File: config.mk
export PLATFORM = sky130hd
export DESIGN_NAME = dmx8_evt
export DESIGN_NICKNAME = d
export VERILOG_FILES = /design/src/rtl/dmx8_evt.sv
export SDC_FILE = /design/constraint.sdc
export NUM_CORES = 1
export LEC_CHECK = 0
export BUFFER_PORTS_ARGS = -buffer_cell sky130_fd_sc_hd__buf_2
export CORE_MARGIN = 8
export CORE_UTILIZATION = 54
export DETAILED_ROUTE_END_ITERATION = 8
export PLACE_DENSITY = 0.75
export SETUP_SLACK_MARGIN = 0.4
export SYNTH_ARGS = -nofsm -noshare
export SYNTH_HDL_FRONTEND = slang
export SYNTH_SLANG_ARGS = --single-unit
File: constraint.sdc
create_clock -name ck_i -period 2.14 [get_ports ck_i]
set_input_delay 0.428 -clock ck_i [delete_from_list [all_inputs] [get_ports ck_i]]
set_output_delay 0.428 -clock ck_i [all_outputs]
set_load 0.02 [all_outputs]
File: src/rtl/dmx8_evt.sv
// dmx8_evt: registered 1-to-8 event demultiplexer with per-channel pulse stretching
// Ports:
//   ck_i         clock, rising edge
//   rstn_i       synchronous active-low reset
//   en_i         event strobe, one event per cycle when high
//   s_i[2:0]     channel select for the event
//   clr_i[7:0]   per-channel synchronous cancel, wins over a same-channel event
//   z0_o..z7_o   stretched pulses, high for PW cycles per event (retrigger reloads)
//   busy_o       registered OR of the eight channel outputs
module dmx8_evt #(
    parameter int PW = 4
) (
    input  logic       ck_i,
    input  logic       rstn_i,
    input  logic       en_i,
    input  logic [2:0] s_i,
    input  logic [7:0] clr_i,
    output logic       z0_o,
    output logic       z1_o,
    output logic       z2_o,
    output logic       z3_o,
    output logic       z4_o,
    output logic       z5_o,
    output logic       z6_o,
    output logic       z7_o,
    output logic       busy_o
);
    if (PW < 1 || PW > 255) begin : g_bad_pw
        $error("dmx8_evt: PW must be in 1..255");
    end
    localparam logic [7:0] PW8 = 8'(PW);
    logic [7:0][7:0] cnt_q, cnt_d;
    logic [7:0]      z_q, z_d;
    logic            busy_q;
    always_comb begin
        cnt_d = '0;
        z_d   = '0;
        for (int n = 0; n < 8; n++) begin
            cnt_d[n] = clr_i[n]                  ? 8'd0 :
                       (en_i && s_i == 3'(n))    ? PW8 :
                       (cnt_q[n] != 8'd0)        ? cnt_q[n] - 8'd1 : 8'd0;
            z_d[n]   = cnt_d[n] != 8'd0;
        end
    end
    always_ff @(posedge ck_i) begin
        if (!rstn_i) begin
            cnt_q  <= '0;
            z_q    <= '0;
            busy_q <= 1'b0;
        end else begin
            cnt_q  <= cnt_d;
            z_q    <= z_d;
            busy_q <= |z_d;
        end
    end
    assign {z7_o, z6_o, z5_o, z4_o, z3_o, z2_o, z1_o, z0_o} = z_q;
    assign busy_o = busy_q;
endmodule

==> impl_results.md <==
* Mapped Area at 3560 um^2
* Pin count of the biggest net entering global routing at 13
* Layout cells sized above 1 at 24.9%
* RR Endpoint: cnt_q[5]
* Vias post-DR at slightly below 3000
* Endpoints failing setup at 0
* Crit path kind: reg2reg
* Initial Utilization at 56.1%
* Hold EP: cnt_q[42]
* Critical Path End Type: register
* Reg-to-Reg Start: cnt_q[2]
* Status: finished clean
* Final critical-path share of the clock period at around 88%
* Post-DR vias/cell at 5.57
* Die area at 9450 um^2
* Slowest cell on crit path: or4_4
* Clock Pin Slew Worst Setup and Hold Paths at around 0.07 ns
* Flops & latches, synth at 73
* Worst slew pin tran at 0.472 ns
* Vias in the first global route at 2861
* H-tree levels at 3
* Hold_buf cts at 0
* # nets final at ~480
* Max Fclk at 0.532 GHz
* Global Route Usage Sum at around 16%
* Commonest non-fill, non-tap cell in the layout: nor2_1
* CP cell instances: or4_4, or4b_4, nand4b_1, a21oi_1
* Hold_sp: clr_i[5]
* Most frequent cells in the layout: 81 x nor2_1, 59 x dfxtp_1, 30 x nand2_1, 22 x xnor2_1, 22 x buf_2
* Worst EP required at 2.36 ns
* Antenna diodes at 0
* CTS Buf Count at 9
* Min-Delay Path Class: in2reg
* Final Hold Viols at 0
* Worst Path Arrival at 2.10 ns
* Root cell of the clock tree: clkbuf_8
* Top cells by area, synth: dfxtp_1 41%, nor2_1 8.7%, ha_1 5.6%, xnor2_1 5.4%, xor2_1 4.9%
* Crit path time final at 1.88 ns
* Grt total ovfl at 0
* Startpoint Class: register
* Clk Latency, worst-skew pair at 0.34 ns
* Highest net fanout along the worst path at 7
* First-pass GRT wire length at 13100 um
* Synth warn at 0
* Core footprint at around 6300 um^2
* Slew Limit Fails at 0
* Mean Syn Cell Area at 8.79 um^2
* Synth area leader: dfxtp_1
* Clk buf depth at 2
* Seq/Total Area, Yosys at 41.0%
* CTS Sinks at between 70 and 80
* Syn-to-layout area delta at 21.6%
* Fraction of registers with async set/reset at 0%
* Max capacitance violation total at 0
* Chip Width at 97.2 um
* Non-Filler Instances at 534
* Synth top area share at 41.0%
* Post-route DRC at 0
* DR WL/cell at 14.6 um
* Worst Clk Skew at between 0.006 and 0.007 ns
* Post-synth top flop: dfxtp_1
* Port bufs at 22
* RSZ-0062 raised after global routing: true
* Initial antenna violation count at 0
* Placer Congestion at a little under 0.9
* First-pass DRT Iterations at 4
* Detail Placement HPWL at 5150 um
* # IOs at 23
* CTS tree: built
* Syn Nets at 435
* Accumulated negative setup slack at 0 ns
* Slowest stage delay, CP at 0.52 ns
* Hold Path Depth at 2
* WL final at 7810 um
* Initial DRC count at 74
* Placed cells at 504
* Post-synthesis cell count at ~400
* Synth unique cells at 48
* Max-slew headroom at 68.2%
* Post-synth EDFFs at 0
* Die H at 97.2 um
* FF-to-FF path depth at 4
* Reg2reg setup slack at around 0.26 ns
* Antenna-violating nets left at 0
* Num rows at 29
[critical path: cells and delay by family (launching register included)]
kind / cells / cell delay (ns)
compound gates: 1 / 0.07
flops: 1 / 0.36
simple gates: 3 / 1.32
[flip-flops by register name, indices dropped and copies added (netlist names)]
name    count
cnt_q      64
busy_o      1
z_q         8
[synth_stat cells (3+ instances only)]
library cell and count:
nor2_1 83, dfxtp_1 73, nand2_1 31, xnor2_1 22, xor2_1 20, inv_1 19, ha_1 16, nor3_1 14
nand4b_1 12, a21oi_1 9, nor4_1 9, a211oi_1 8, nor2b_1 8, nand2b_1 7, and2_1 6, nand3_1 6
clkbuf_1 4, nor3b_1 4, nor4bb_1 4, or3_1 4, a311o_1 3, and3_1 3, o21ai_0 3, o31ai_1 3
[what timing repair did]
action | CTS | global route
resized for setup | 21 | 30
pin swaps | 3 | 14
setup endpoints to repair | 13 | 28
setup buffers | 9 | 5
[logic make-up after synthesis]
group / synth area share [%]
and+or+nand+nor: 31.2
DFF: 41.0
AOI/OAI and AO/OA: 9.03
xor gates and xnor gates: 10.3
buffers and inverters: 2.42
adders and majority gates: 5.62
muxes: 0.316
[area by class of cell]
class	instances	area [um^2]
clock buffers	11	141
fillers	508	2020
well taps	77	96.3
repair buffers	40	245
inverters	19	76.3
multi-input cells	309	2230
clock inverters	5	55.1
flip-flops and latches	73	1490
[metal layers]
layer	track usage (%)	vias up	share of wire [%]
met5	0	-	0
met4	7.93	0	1.7
met3	4.41	11	4.6
met2	25.2	74	48
met1	20.8	1382	46
li1	-	1507	-
[per-stage QoR]
stage / instance area (um^2) / worst slack (ns) / hold slack, ns / utilization [%]
after floorplan: 3610 / 0.367 / 0.426 / -
after global placement: 3830 / 0.134 / 0.441 / 60.3
final: 4330 / 0.260 / 0.263 / 68.2
after detailed placement: 3830 / 0.114 / 0.447 / 60.3
after CTS: 4190 / 0.265 / 0.247 / 66.0
after global routing: 4330 / 0.182 / 0.249 / 68.2
[worst max path at each step]
| stage | from | endpoint | slack (ns) | cells after the start |
|---|---|---|---|---|
| 4_1_cts | cnt_q[48] | busy_o | 0.27 | 7 |
| 5_1_grt | cnt_q[57] | busy_o | 0.18 | 8 |
| 2_1_floorplan | cnt_q[56] | busy_o | 0.37 | 8 |
| 3_5_place_dp | en_i | busy_o | 0.11 | 8 |
| 6_report | cnt_q[2] | cnt_q[5] | 0.26 | 4 |
| 3_3_place_gp | cnt_q[48] | busy_o | 0.13 | 7 |
Power is left out: the tool's default activity adds up to more than one toggle a clock period on the data nets, which glitch-free logic cannot reach.
